### src/rtl/instr_sequencer.sv
// Multi-cycle control sequencer: owns the PC and steps each instruction through
// FETCH/EXEC/MEM/WB. Define SEQ_JAL_EN to decode 7'h6F as JAL; otherwise it is illegal.
module instr_sequencer #(
    parameter logic [31:0] RESET_PC  = 32'h28,
    parameter int unsigned MAX_INSNS = 43
) (
    input  logic        clk,
    input  logic        rst_n,
    input  logic        start,
    input  logic [31:0] ins,
    input  logic [31:0] PCp4,
    input  logic [31:0] imm,
    input  logic [31:0] jTarget,
    input  logic        zero,
    output logic [31:0] PC,
    output logic        RegWrite,
    output logic        ALUSrc,
    output logic        Mem2Reg,
    output logic        MemRead,
    output logic        MemWrite,
    output logic [2:0]  op,
    output logic        busy,
    output logic        done,
    output logic        illegal,
    output logic [15:0] insn_count
);

    typedef enum logic [2:0] {S_IDLE, S_FETCH, S_EXEC, S_MEM, S_WB, S_DONE} state_t;
    typedef enum logic [2:0] {C_R, C_I, C_LOAD, C_STORE, C_BRANCH, C_JAL} cls_t;

    localparam logic [15:0] MAX_CNT = 16'(MAX_INSNS);
    localparam bit          LIMITED = (MAX_INSNS != 0);

    state_t      state_q, state_d;
    cls_t        cls_q, cls_d;
    logic [31:0] pc_q, pc_d;
    logic [15:0] count_q, count_d;
    logic        illegal_q, illegal_d;

    cls_t        dec_cls;
    logic        dec_legal;
    logic        retire;
    logic [15:0] count_inc;
    logic [31:0] pc_retire;
    logic        unused_in;

`ifdef SEQ_JAL_EN
    assign unused_in = ^{ins[31:7], imm[31], jTarget[31:30]};
`else
    assign unused_in = ^{ins[31:7], imm[31], jTarget};
`endif

    always_comb begin
        dec_legal = 1'b1;
        dec_cls   = C_R;
        case (ins[6:0])
            7'h33:   dec_cls = C_R;
            7'h13:   dec_cls = C_I;
            7'h03:   dec_cls = C_LOAD;
            7'h23:   dec_cls = C_STORE;
            7'h63:   dec_cls = C_BRANCH;
`ifdef SEQ_JAL_EN
            7'h6F:   dec_cls = C_JAL;
`endif
            default: dec_legal = 1'b0;
        endcase
    end

    // Branch/jump offsets arrive already sign-extended; shifting drops the top bits.
    always_comb begin
        pc_retire = PCp4;
        if (cls_q == C_BRANCH && zero) begin
            pc_retire = pc_q + {imm[30:0], 1'b0};
        end
`ifdef SEQ_JAL_EN
        if (cls_q == C_JAL) begin
            pc_retire = pc_q + {jTarget[29:0], 2'b00};
        end
`endif
    end

    assign count_inc = count_q + 16'd1;

    always_comb begin
        state_d   = state_q;
        cls_d     = cls_q;
        pc_d      = pc_q;
        count_d   = count_q;
        illegal_d = illegal_q;
        retire    = 1'b0;
        case (state_q)
            S_IDLE, S_DONE: begin
                if (start) begin
                    pc_d      = RESET_PC;
                    count_d   = 16'd0;
                    illegal_d = 1'b0;
                    state_d   = S_FETCH;
                end
            end
            S_FETCH: begin
                if (dec_legal) begin
                    cls_d   = dec_cls;
                    state_d = S_EXEC;
                end else begin
                    illegal_d = 1'b1;
                    state_d   = S_DONE;
                end
            end
            S_EXEC: begin
                case (cls_q)
                    C_BRANCH:       retire  = 1'b1;
                    C_LOAD,
                    C_STORE:        state_d = S_MEM;
                    default:        state_d = S_WB;
                endcase
            end
            S_MEM: begin
                if (cls_q == C_LOAD) begin
                    state_d = S_WB;
                end else begin
                    retire = 1'b1;
                end
            end
            S_WB:    retire  = 1'b1;
            default: state_d = S_IDLE;
        endcase

        // The last phase of every path funnels through here.
        if (retire) begin
            pc_d    = pc_retire;
            count_d = count_inc;
            if (LIMITED && count_inc == MAX_CNT) begin
                state_d = S_DONE;
            end else begin
                state_d = S_FETCH;
            end
        end
    end

    always_ff @(posedge clk or negedge rst_n) begin
        if (!rst_n) begin
            state_q   <= S_IDLE;
            cls_q     <= C_R;
            pc_q      <= RESET_PC;
            count_q   <= 16'd0;
            illegal_q <= 1'b0;
        end else begin
            state_q   <= state_d;
            cls_q     <= cls_d;
            pc_q      <= pc_d;
            count_q   <= count_d;
            illegal_q <= illegal_d;
        end
    end

    // Controls decode only from state and the latched class, never from ins.
    always_comb begin
        RegWrite = 1'b0;
        ALUSrc   = 1'b0;
        Mem2Reg  = 1'b0;
        MemRead  = 1'b0;
        MemWrite = 1'b0;
        op       = 3'b010;
        if (state_q == S_EXEC || state_q == S_MEM || state_q == S_WB) begin
            ALUSrc   = (cls_q != C_R) && (cls_q != C_BRANCH);
            op       = (cls_q == C_BRANCH) ? 3'b110 : 3'b010;
            Mem2Reg  = (cls_q == C_LOAD);
            RegWrite = (state_q == S_WB);
            MemRead  = (state_q == S_MEM) && (cls_q == C_LOAD);
            MemWrite = (state_q == S_MEM) && (cls_q == C_STORE);
        end
    end

    assign PC         = pc_q;
    assign insn_count = count_q;
    assign illegal    = illegal_q;
    assign done       = (state_q == S_DONE);
    assign busy       = (state_q == S_FETCH) || (state_q == S_EXEC) ||
                        (state_q == S_MEM)   || (state_q == S_WB);

endmodule

### config.mk
export PLATFORM = sky130hd
export DESIGN_NAME = instr_sequencer
export DESIGN_NICKNAME = d
export VERILOG_FILES = /design/src/rtl/instr_sequencer.sv
export SDC_FILE = /design/constraint.sdc
export NUM_CORES = 1
export LEC_CHECK = 0
export BUFFER_PORTS_ARGS = -buffer_cell sky130_fd_sc_hd__buf_2
export CAP_MARGIN = 20
export CORE_ASPECT_RATIO = 1.25
export CORE_MARGIN = 2
export CORE_UTILIZATION = 25
export DETAILED_ROUTE_END_ITERATION = 7
export GPL_TIMING_DRIVEN = 0
export SYNTH_ARGS = -nofsm -noshare
export SYNTH_HDL_FRONTEND = slang
export SYNTH_SLANG_ARGS = --single-unit
### constraint.sdc
create_clock -name clk -period 3.8 [get_ports clk]
set_clock_uncertainty 0.05 [all_clocks]
set_input_delay 0.57 -clock clk [delete_from_list [all_inputs] [get_ports clk]]
set_output_delay 0.57 -clock clk [all_outputs]
set_load 0.005 [all_outputs]
### Yosys cells after proc, flatten, opt, wreduce, memory -nomap -nowiden

Index checks and enable logic that the tools add are counted.
Widths: inputs -> output; s select.

| word-level totals | value |
|---|---|
| bits in registers | 55 |
| output and inout port bits | 59 |

| cells by class | value |
|---|---|
| multiplexer cells | 29 |
| add/subtract/negate cells | 2 |
| reductions and logical operators | 21 |
| equality and inequality tests | 21 |

Operator list:

| operator | number |
|---|---|
| $mux 32 | 4 |
| $mux 16 | 3 |
| $add 32x32->32 | 1 |
| $mux 3 | 7 |
| $add 16x1->16 const B | 1 |
| $eq 16x6->1 const B | 1 |
| $pmux 3 s5 | 1 |
| $eq 7x6->1 const B | 2 |
| $eq 3x2->1 const B | 4 |
| $ne 3x3->1 const B | 4 |
| $pmux 3 s4 | 1 |
| $mux 1 | 10 |
| $eq 3x3->1 const B | 3 |
| $eq 7x2->1 const B | 1 |
| $eq 7x5->1 const B | 1 |
| $eq 7x7->1 const B | 1 |
| $ne 2x2->1 const B | 3 |
| $pmux 3 s2 | 1 |
| $reduce_bool 2->1 | 3 |
| $logic_or 1x1->1 | 5 |
| $reduce_or 5->1 | 1 |
| $logic_and 1x1->1 | 4 |
| $reduce_and 2->1 | 2 |
| $reduce_and 4->1 | 1 |
| other kinds (7) | 8 |

### Longest topological paths before layout

Gate-level depths: netlist of the first run.

| depth | value |
|---|---|
| depth after elaboration | 6 |
| mapped depth | 11 |
| gate-level depth less buffers | 11 |

### Least setup slack after synthesis of the first run

Ideal clock, no wire load.

| timing | value |
|---|---|
| path kind | in2reg |
| start point | input imm[0] |
| end point | register pc_q[29], in the netlist PC[29] |
| required time | 3.619 ns |
| slack | 0.752 ns |
| buffers on the path | 0 |
| arrival time | 2.867 ns |
| stages | 11 |
| cells stage by stage | ha_1 -> inv_1 -> fa_1 -> and2b_1 -> o2111ai_1 -> a211o_1 -> a31oi_1 -> nor2_1 -> o32a_1 -> and3_1 -> or3_1 |

| on the way | value |
|---|---|
| word-level cells in the longest chain between the ends | 3 |

RTL lines:

| item | line | source |
|---|---|---|
| start: declaration | 12 | `input logic [31:0] imm,` |
| $add 32x32->32 | 73 | `pc_retire = pc_q + {imm[30:0], 1'b0};` |
| $mux 32 | 72 | `if (cls_q == C_BRANCH && zero) begin` |
| $mux 32 | 129 | `if (retire) begin` |
| end signal: assignment | 150 | `pc_q <= pc_d;` |
| end: declaration | 36 | `logic [31:0] pc_q, pc_d;` |

No other way between the ends.
A chain may end at the register's enable or synchronous reset.

### Worst setup path in the final report of the first run

| timing | value |
|---|---|
| start point | register pc_q[1], in the netlist PC[1] |
| end point | register pc_q[29], in the netlist PC[29] |

| on the way | value |
|---|---|
| word-level cells in the longest chain between the ends | 3 |

RTL lines:

| item | line |
|---|---|
| $add 32x32->32 | 73 |
| $mux 32 | 72 |
| $mux 32 | 129 |

No other way between the ends.

==> out/qor_table.md, run 1 <==
| Quantity | This run | Unit |
|:---|:---|:---|
| Sum of negative setup slack | 0 | ps |
| Slew of the pin with the lowest slew margin | 826 | ps |
| Layout Utilization | 31.4 | % |
| Fraction of power consumed by sequential logic | 28.0 | % |
| Core area | 0.0180 | mm² |
| Initial cell density of the core | 25.4 | % |
| Gr usage total | 16.9 | % |
| Post-synth design cell area | 0.00457 | mm² |
| Power density relative to cell area | 535 | mW/mm² |
| Int Pwr | 1.63 | mW |
| Total non-filler cell area in the finished layout | 0.00566 | mm² |
| Number of buffers added by the clock tree synthesis step | 5 | - |
| Die boundary height | 155 | µm |
| Cell chosen for the clock root | sky130_fd_sc_hd__clkbuf_16 | - |
| Count of unique library cells instantiated by Yosys | 55 | - |
| Count of yosys warnings during synthesis | 0 | - |
| Final global-route overflow total | 0 | - |
| Worst hold slack | 280 | ps |
| Initial detailed-routing violation count | 382 | - |
| Top-level I/O count | 191 | - |
| Termination of the worst setup path | PC[29] | - |
| Endpoint type of the worst setup path | flop | - |
| Number of antenna violations at the first check in global routing | 0 | - |
| Post-synthesis register bit count | 55 | - |
| Worst vdd ir | 0.000229 | V |
| Area of placed instances | 0.00551 | mm² |
| Port buffer count | 130 | - |
| Number of H-tree levels | 2 | - |
| Run status | complete, no violations | - |
| Routed len/inst | 17.0 | µm |
| Top layer reached by signal wires | met4 | - |
| Final antenna-violating net count | 0 | - |
| Crit-path max FO | 5 | - |
| Logic pwr share | 55.3 | % |
| Mux contribution to synthesized area | 0.438 | % |
| TritonCTS clock tree | done | - |
| Final std cells w/o fill | 970 | - |
| Detailed-router iteration count before antenna repair | 5 | - |
| Signed area change from the synthesized netlist to the final layout | 23.9 | % |
| Share of the synthesized area in compound gates (AO/OA/AOI/OAI) | 27.7 | % |
| Start point of the critical path | PC[1] | - |
| Leak pwr | 2.62 | nW |
| Worst-case clock buffer depth | 2 | - |
| Fin crit share | 85.0 | % |
| Wire length on met1 | 7090 | µm |
| Met2 wirelength from detailed routing | 8290 | µm |
| Net switching component of the power | 1.40 | mW |
| Kind of start point of the critical path | flop | - |
| Routed wire length | 16500 | µm |
| Cell count after synthesis | 604 | - |
| Fin crit period | 3230 | ps |
| Highest Clock Rate | 0.310 | GHz |
| Number of cells on the worst reg-to-reg path | 11 | - |
| Avg Inst Size Synth | 7.57 | µm² |
| Final Hold Fails | 0 | - |
| Final nets | 906 | - |
| Share of the synthesized netlist area taken by xor and xnor gates | 5.75 | % |
| Via count of the first global-routing pass | 4756 | - |
| Final estimated routing congestion in global placement | 0.882 | - |
| Clk slew on worst S/H paths | 80 | ps |
| Most used flip-flop cell after synthesis | sky130_fd_sc_hd__dfrtp_1 | - |
| Fraction of final layout cells sized beyond drive strength 1 | 19.8 | % |
| Area enclosed by the die boundary | 0.0194 | mm² |
| Worst slew slack as a fraction of its limit | 45.0 | % |
| Part of the Yosys area used for sequential elements | 30.2 | % |
| Setup repair after global routing missed its margin | no | - |
| Post-DP HPWL | 12500 | µm |
| Via count | 4953 | - |
| Adder-cell share of the synthesized area | 9.20 | % |
| Sw Ratio | 46.2 | % |
| Part of the power in the clock network | 16.7 | % |
| Number of vias per cell | 5.11 | - |
| Startpoint of the most critical register-to-register path | PC[1] | - |
| CTS sink cnt | 55 | - |
| N_diodes | 0 | - |
| Flop-to-flop setup slack | 570 | ps |
| Hold WC Path Type | input port to async pin | - |
| Number of synthesized flops with an enable pin | 0 | - |
| # Max-Cap Violations | 0 | - |
| Final slew viol count | 0 | - |
| Fraction of synthesis flops using an asynchronous set or reset pin | 100 | % |
| Setup violation total in the final timing report | 0 | - |
| Post-layout total power | 3.03 | mW |
| Number of placed cells counting well taps | 962 | - |
| Synth Area in Simple Gates | 22.7 | % |
| Worst setup slack before clock tree synthesis | 334 | ps |
| End of the worst register-to-register path | PC[29] | - |
| Setup repair bufs after CTS | 0 | - |
| Number of nets in the synthesized netlist | 769 | - |
| Arrival time of data at the critical path endpoint | 3370 | ps |
| Chip Width | 125 | µm |
| Minimum setup slack in the final design | 572 | ps |
| Pin count of the biggest net entering global routing | 56 | - |
| Gates resized, CTS repair | 0 | - |
| Hold-fix buffers at CTS | 0 | - |
| Dominant combinational cell family by area after synthesis | compound AO/OA/AOI/OAI gates | - |
| Total DRC errors in the routed layout | 0 | - |
| Number of standard-cell rows in the floorplan | 55 | - |
| Clock latency on the worst-skew pair | 300 | ps |
| Required @ worst endpoint | 3940 | ps |
| Worst setup path class | flop to flop | - |
| Met3 WL | 875 | µm |
| Wire length of the first global-routing pass | 26100 | µm |
[cells in the mapped netlist (all sizes together), types with 5 or more instances]
| master | number | area share [%] |
|---|---|---|
| o31ai | 8 | 1.3 |
| o21ai | 54 | 5.9 |
| or3 | 7 | 0.96 |
| a21oi | 78 | 8.5 |
| a31oi | 13 | 1.8 |
| o21a | 6 | 0.99 |
| o211ai | 6 | 0.99 |
| nor2b | 5 | 0.68 |
| nor3 | 16 | 1.8 |
| xnor2 | 18 | 3.4 |
| clkbuf | 26 | 2.1 |
| nand2 | 73 | 6.0 |
| xor2 | 12 | 2.3 |
| a211oi | 8 | 1.3 |
| a21o | 7 | 1.1 |
| nor2 | 56 | 4.6 |
| a22oi | 10 | 1.6 |
| dfrtp | 53 | 29 |
| buf | 5 | 0.63 |
| and3 | 8 | 1.1 |
| inv | 14 | 1.1 |
| nand3 | 34 | 3.7 |
| nand4 | 7 | 0.96 |
| ha | 32 | 8.8 |
[cell families after synthesis]
family | count (synthesis)
flip-flops | 55
adder cells (fa/ha/maj) | 33
buffers and inverters | 45
AO/OA/AOI/OAI | 212
multiplexers | 2
AND/OR/NAND/NOR | 225
other | 2
XOR/XNOR | 30
[registers in the layout, summed over array words and instances, names as in the netlist]
| signal | flops |
|---|---|
| illegal | 1 |
| PC | 32 |
| cls_q | 3 |
| state_q | 3 |
| insn_count | 16 |
[power by group through the flow]
stage | registers [mW] | logic (mW) | clock network [mW]
after floorplan | 0.841 | 1.11 | 0
after global placement | 0.860 | 1.66 | 0
after detailed placement | 0.860 | 1.67 | 0
after CTS | 0.849 | 1.68 | 0.530
after global routing | 0.871 | 1.90 | 0.550
final | 0.849 | 1.68 | 0.506
[cell type report]
cell class,count,area (µm²)
Multi-Input combinational cell,504,3010
Clock buffer,6,139
Inverter,14,52.6
Fill cell,2012,12400
Sequential cell,55,1380
Buffer,31,126
Clock inverter,2,16.3
Tap cell,228,285
Timing Repair Buffer,130,653
[placed cells by master, fill, tap and decap left out, types with 3 or more instances in the layout]
master / n
sky130_fd_sc_hd__a211o_1: 3
sky130_fd_sc_hd__a211oi_1: 8
sky130_fd_sc_hd__a21o_1: 7
sky130_fd_sc_hd__a21oi_1: 78
sky130_fd_sc_hd__a22oi_1: 10
sky130_fd_sc_hd__a31oi_1: 13
sky130_fd_sc_hd__and3_1: 8
sky130_fd_sc_hd__buf_2: 131
sky130_fd_sc_hd__buf_4: 3
sky130_fd_sc_hd__clkbuf_1: 26
sky130_fd_sc_hd__clkbuf_16: 5
sky130_fd_sc_hd__dfrtp_1: 53
sky130_fd_sc_hd__ha_1: 32
sky130_fd_sc_hd__inv_1: 14
sky130_fd_sc_hd__nand2_1: 73
sky130_fd_sc_hd__nand2b_1: 4
sky130_fd_sc_hd__nand3_1: 34
sky130_fd_sc_hd__nand4_1: 7
sky130_fd_sc_hd__nor2_1: 56
sky130_fd_sc_hd__nor2b_1: 5
sky130_fd_sc_hd__nor3_1: 16
sky130_fd_sc_hd__o2111ai_1: 4
sky130_fd_sc_hd__o211ai_1: 6
sky130_fd_sc_hd__o21a_1: 6
sky130_fd_sc_hd__o21ai_0: 43
sky130_fd_sc_hd__o21ai_1: 11
sky130_fd_sc_hd__o22ai_1: 3
sky130_fd_sc_hd__o31ai_1: 8
sky130_fd_sc_hd__or3_1: 7
sky130_fd_sc_hd__xnor2_1: 18
sky130_fd_sc_hd__xor2_1: 12
[worst max-delay path, stage by stage, from the launching register on]
cell	delay, ps
sky130_fd_sc_hd__dfrtp_1	370
sky130_fd_sc_hd__ha_1	170
sky130_fd_sc_hd__inv_1	50
sky130_fd_sc_hd__fa_1	400
sky130_fd_sc_hd__and2b_1	250
sky130_fd_sc_hd__o2111ai_1	180
sky130_fd_sc_hd__a211o_1	430
sky130_fd_sc_hd__a31oi_1	210
sky130_fd_sc_hd__nor2_1	140
sky130_fd_sc_hd__o32a_1	380
sky130_fd_sc_hd__and3_1	170
sky130_fd_sc_hd__or3_1	290
[per-layer routing]
layer | GRT usage (%) | vias up
met5 | 0 | -
met4 | 3.65 | 0
met3 | 2.89 | 11
met2 | 30.5 | 140
met1 | 21.3 | 2312
li1 | - | 2490
[worst min-delay path by stage]
stage	slack [ps]	depth (start not counted)	endpoint	start
after detailed placement	450	2	PC[0]	PC[0]
after floorplan	220	0	PC[0]	rst_n
after global placement	440	2	PC[0]	PC[0]
final	280	1	PC[21]	rst_n
after global routing	330	1	PC[19]	rst_n
after CTS	330	1	PC[20]	rst_n
Note: power is estimated with default switching activity, not from simulation.
==> inputs of run 2 (changes only) <==
Clock period 3.8 ns to 3 ns, I/O delays scaled along.
==> out/qor_table.md, run 2 (synthesized netlist as in run 1, its figures left out) <==
| Quantity | This run | Unit |
|:---|:---|:---|
| Run status | complete, but fails checks | - |
| Violations in the final reports | negative setup slack | - |
| CTS sink cnt | 55 | - |
| Chip Width | 125 | µm |
| Worst slew slack as a fraction of its limit | 47.5 | % |
| Met2 wirelength from detailed routing | 8460 | µm |
| Endpoint type of the worst setup path | flop | - |
| Gr usage total | 17.0 | % |
| Cell chosen for the clock root | sky130_fd_sc_hd__clkbuf_16 | - |
| Arrival time of data at the critical path endpoint | 3180 | ps |
| Leading cell types in the layout, fill and taps excluded | 131 x sky130_fd_sc_hd__buf_2, 77 x sky130_fd_sc_hd__a21oi_1, 73 x sky130_fd_sc_hd__nand2_1 | - |
| Slowest cell on crit path | sky130_fd_sc_hd__a211o_1 | - |
| Post-DP HPWL | 12500 | µm |
| Initial cell density of the core | 25.4 | % |
| Sum of buffers and inverters on the critical path | 1 | - |
| Number of antenna violations at the first check in global routing | 0 | - |
| Wire length of the first global-routing pass | 26300 | µm |
| Top-level I/O count | 191 | - |
| Hold WC Path Type | input port to async pin | - |
| Power density relative to cell area | 677 | mW/mm² |
| Most common cell after layout, fill and taps aside | sky130_fd_sc_hd__buf_2 | - |
| Port buffer count | 130 | - |
| Final antenna-violating net count | 0 | - |
| Wire length on met1 | 7090 | µm |
| Via count | 4979 | - |
| Die boundary height | 155 | µm |
| Worst hold slack | 155 | ps |
| Detailed-router iteration count before antenna repair | 5 | - |
| Final nets | 910 | - |
| Worst setup path class | flop to flop | - |
| Setup repair after global routing missed its margin | yes | - |
| N_diodes | 0 | - |
| Met3 WL | 882 | µm |
| Via count of the first global-routing pass | 4794 | - |
| Setup violation total in the final timing report | 1 | - |
| Final slew viol count | 0 | - |
| Worst vdd ir | 0.000292 | V |
| Crit path max-delay family | compound AO/OA/AOI/OAI gates | - |
| Core area | 0.0180 | mm² |
| Fin crit period | 3040 | ps |
| Total DRC errors in the routed layout | 0 | - |
| Area enclosed by the die boundary | 0.0194 | mm² |
| Number of standard-cell rows in the floorplan | 55 | - |
| Top layer reached by signal wires | met4 | - |
| # Max-Cap Violations | 0 | - |
| Routed wire length | 16700 | µm |
| Final global-route overflow total | 0 | - |
| Leak pwr | 2.68 | nW |
| Routed len/inst | 17.1 | µm |
| Flip-flop count of the largest register, all copies and words added | 32 | - |
| Number of placed cells counting well taps | 962 | - |
| Number of buffers added by the clock tree synthesis step | 5 | - |
| TritonCTS clock tree | done | - |
| Kind of start point of the critical path | flop | - |
| Pin count of the biggest net entering global routing | 56 | - |
| Biggest cell delay along the critical path | 430 | ps |
| Signed area change from the synthesized netlist to the final layout | 26.1 | % |
| Fraction of final layout cells sized beyond drive strength 1 | 21.7 | % |
| Number of H-tree levels | 2 | - |
| Final std cells w/o fill | 974 | - |
| Post-layout total power | 3.90 | mW |
| Minimum setup slack in the final design | -42.0 | ps |
| Clock latency on the worst-skew pair | 310 | ps |
| Number of vias per cell | 5.11 | - |
| Initial detailed-routing violation count | 391 | - |
| Final estimated routing congestion in global placement | 0.882 | - |
| Layout Utilization | 32.0 | % |
| Hold-fix buffers at CTS | 0 | - |
| Worst-case clock buffer depth | 2 | - |
| Clk slew on worst S/H paths | 90 | ps |
| Required @ worst endpoint | 3140 | ps |
| Slew of the pin with the lowest slew margin | 788 | ps |
| Ordered list of cells on the worst path | ha_2 > inv_1 > fa_2 > and2b_1 > o2111ai_2 > a211o_1 > a31oi_4 > nor2_4 > o32a_1 > and3_1 > or3_1 | - |
| Highest Clock Rate | 0.329 | GHz |
| Final Hold Fails | 0 | - |
| Fin crit share | 101 | % |
| Crit-path max FO | 3 | - |
-- run 2: cell types whose count changed in the layout (fill, tap and decap cells not counted), sizes merged --
cell | before | now
buf | 135 | 138
clkbuf | 32 | 33
-- run 2: stage by stage --
step | setup slack, ps | TNS [ps] | instance area, µm²
floorplan | 72.0 | 0 | 4570
global placement | -330 | -1230 | 5510
detailed placement | -346 | -1430 | 5510
CTS | -56.9 | -56.9 | 5700
global route | -149 | -177 | 5760
finish | -42.0 | -42.0 | 5760
-- run 2: final timing paths --
| kind | startpoint | endpoint | slack [ps] | cells after the start |
|---|---|---|---|---|
| hold / removal | rst_n | PC[21] | 150 | 1 |
| max in group asynchronous | rst_n | PC[7] | 2200 | 1 |
| setup reg to reg | PC[1] | PC[29] | -40 | 11 |
| hold reg to reg | PC[0] | PC[0] | 470 | 2 |
| min in group clk | PCp4[0] | PC[0] | 290 | 3 |
| setup / recovery | PC[1] | PC[29] | -40 | 11 |
-- run 2: power breakdown --
| part | switching [mW] | total (mW) | leakage, nW | internal [mW] |
|---|---|---|---|---|
| sequential | 0.161 | 1.08 | 0.718 | 0.915 |
| combinational | 1.34 | 2.19 | 1.89 | 0.849 |
| clock | 0.308 | 0.643 | 0.0731 | 0.336 |
| total | 1.80 | 3.90 | 2.68 | 2.10 |
-- run 2: timing repair --
item | in CTS | in global routing
buffers inserted | 2 | 2
pin swaps | 2 | 6
gates resized for setup | 4 | 12
setup endpoints to repair | 12 | 24
-- run 2: layout make-up --
class | instances | area [µm²]
repair buffers | 134 | 683
clock buffers | 6 | 139
clock inverters | 2 | 16.3
well taps | 228 | 285
multi-input cells | 504 | 3080
flip-flops and latches | 55 | 1380
inverters | 14 | 52.6
plain buffers | 31 | 130
fillers | 2009 | 12300
-- run 2: per-layer routing --
layer	global-route usage [%]	vias up
met2	30.8	152
met3	2.96	14
met5	0	-
met1	21.1	2327
li1	-	2486
met4	3.97	0
==> inputs of run 3 (changes only) <==
Clock period 3 ns to 3.3 ns, I/O delays scaled along.
==> out/qor_table.md, run 3 (synthesized netlist as in run 1, its figures left out) <==
| Quantity | This run | Unit |
|:---|:---|:---|
| Number of buffers added by the clock tree synthesis step | 5 | - |
| Cell chosen for the clock root | sky130_fd_sc_hd__clkbuf_16 | - |
| Fraction of final layout cells sized beyond drive strength 1 | 20.1 | % |
| Hold WC Path Type | input port to async pin | - |
| Final antenna-violating net count | 0 | - |
| Leak pwr | 2.62 | nW |
| Top-level I/O count | 191 | - |
| Setup violation total in the final timing report | 0 | - |
| # Max-Cap Violations | 0 | - |
| Initial detailed-routing violation count | 406 | - |
| Slowest cell on crit path | sky130_fd_sc_hd__fa_1 | - |
| Flip-flop count of the largest register, all copies and words added | 32 | - |
| Setup repair after global routing missed its margin | yes | - |
| Routed len/inst | 16.9 | µm |
| Layout Utilization | 31.5 | % |
| Wire length of the first global-routing pass | 26100 | µm |
| Initial cell density of the core | 25.4 | % |
| Storage cell area | 0.00138 | mm² |
| Worst vdd ir | 0.000263 | V |
| Net switching component of the power | 1.61 | mW |
| Leading cell types in the layout, fill and taps excluded | 131 x sky130_fd_sc_hd__buf_2, 77 x sky130_fd_sc_hd__a21oi_1, 73 x sky130_fd_sc_hd__nand2_1 | - |
| Worst slew slack as a fraction of its limit | 46.5 | % |
| Most common cell after layout, fill and taps aside | sky130_fd_sc_hd__buf_2 | - |
| Detailed-router iteration count before antenna repair | 5 | - |
| N_diodes | 0 | - |
| Clock latency on the worst-skew pair | 300 | ps |
| Sum of buffers and inverters on the critical path | 1 | - |
| Port buffer count | 130 | - |
| Worst setup path class | flop to flop | - |
| Gates resized, CTS repair | 0 | - |
| Post-layout total power | 3.49 | mW |
| Final nets | 906 | - |
| Endpoint type of the worst setup path | flop | - |
| Via count of the first global-routing pass | 4756 | - |
| Clk slew on worst S/H paths | 80 | ps |
| Core area | 0.0180 | mm² |
| Number of standard-cell rows in the floorplan | 55 | - |
| Pin count of the biggest net entering global routing | 56 | - |
| Number of vias per cell | 5.11 | - |
| Fin crit period | 3190 | ps |
| Fin crit share | 96.6 | % |
| Total DRC errors in the routed layout | 0 | - |
| Logic pwr share | 55.3 | % |
| Final global-route overflow total | 0 | - |
| Kind of start point of the critical path | flop | - |
| Routed wire length | 16400 | µm |
| Final estimated routing congestion in global placement | 0.882 | - |
| Final Hold Fails | 0 | - |
| Arrival time of data at the critical path endpoint | 3330 | ps |
| Number of H-tree levels | 2 | - |
| Via count | 4957 | - |
| Biggest cell delay along the critical path | 400 | ps |
| Area enclosed by the die boundary | 0.0194 | mm² |
| Crit path max-delay family | compound AO/OA/AOI/OAI gates | - |
| CTS sink cnt | 55 | - |
| Slew of the pin with the lowest slew margin | 803 | ps |
| Critical path depth in cells | 11 | - |
| Int Pwr | 1.88 | mW |
| Crit-path max FO | 5 | - |
| Minimum setup slack in the final design | 113 | ps |
| Gr usage total | 16.9 | % |
| Setup repair bufs after CTS | 0 | - |
| Ordered list of cells on the worst path | ha_1 > inv_1 > fa_1 > and2b_1 > o2111ai_1 > a211o_1 > a31oi_1 > nor2_2 > o32a_1 > and3_1 > or3_1 | - |
| Worst setup slack before clock tree synthesis | -90.7 | ps |
| Die boundary height | 155 | µm |
| Power density relative to cell area | 616 | mW/mm² |
| Run status | complete, no violations | - |
| Signed area change from the synthesized netlist to the final layout | 24.1 | % |
| Fraction of power consumed by sequential logic | 28.0 | % |
| Post-DP HPWL | 12500 | µm |
| Area occupied by multi-input gates | 0.00302 | mm² |
| Hold-fix buffers at CTS | 0 | - |
| Required @ worst endpoint | 3440 | ps |
| Chip Width | 125 | µm |
| TritonCTS clock tree | done | - |
| Filler instances | 2010 | - |
| Highest Clock Rate | 0.314 | GHz |
| Final slew viol count | 0 | - |
| Sw Ratio | 46.2 | % |
| Part of the power in the clock network | 16.7 | % |
| Worst-case clock buffer depth | 2 | - |
| Number of antenna violations at the first check in global routing | 0 | - |
| Number of cells on the worst reg-to-reg path | 11 | - |
## run 3: routing by layer
layer,GRT usage (%),part of all wire [%]
met4,3.65,0.98
met2,30.5,51
met5,0,0
met3,2.89,5.0
met1,21.3,43
## run 3: worst register-to-register path: stages, from the launching register on
cell	delay [ps]
sky130_fd_sc_hd__dfrtp_1	370
sky130_fd_sc_hd__ha_1	170
sky130_fd_sc_hd__inv_1	50
sky130_fd_sc_hd__fa_1	400
sky130_fd_sc_hd__and2b_1	250
sky130_fd_sc_hd__o2111ai_1	180
sky130_fd_sc_hd__a211o_1	400
sky130_fd_sc_hd__a31oi_1	260
sky130_fd_sc_hd__nor2_2	110
sky130_fd_sc_hd__o32a_1	380
sky130_fd_sc_hd__and3_1	170
sky130_fd_sc_hd__or3_1	290
## run 3: worst paths after layout
| path | start | to | slack, ps |
|---|---|---|---|
| setup / recovery | PC[1] | PC[29] | 110 |
| hold / removal | rst_n | PC[21] | 200 |
| setup reg to reg | PC[1] | PC[29] | 110 |
| hold reg to reg | PC[0] | PC[0] | 470 |
| max in group asynchronous | rst_n | PC[7] | 2460 |
| min in group clk | PCp4[0] | PC[0] | 340 |
## run 3: area by class of cell
cell class	instances	share of cell area (%)
flip-flops and latches	55	24.3
multi-input cells	504	53.2
inverters	14	0.927
repair buffers	130	11.5
clock buffers	6	2.45
clock inverters	2	0.287
well taps	228	5.03
plain buffers	31	2.23
## run 3: through the flow
stage          cells  hold WS [ps]  TNS [ps]  area (µm²)
6_report         970           204         0        5670
5_1_grt          970           256     -26.7        5670
4_1_cts          970           251         0        5660
3_5_place_dp     962           448     -90.7        5510
3_3_place_gp     962           440     -74.9        5510
2_1_floorplan    604           149         0        4570
## run 3: power groups by stage
stage                     combinational, mW  sequential (mW)  clock [mW]
final                                  1.93            0.978       0.582
after global routing                   2.19             1.00       0.634
after CTS                              1.93            0.978       0.610
after detailed placement               1.92            0.991           0
after global placement                 1.91            0.990           0
after floorplan                        1.28            0.969           0
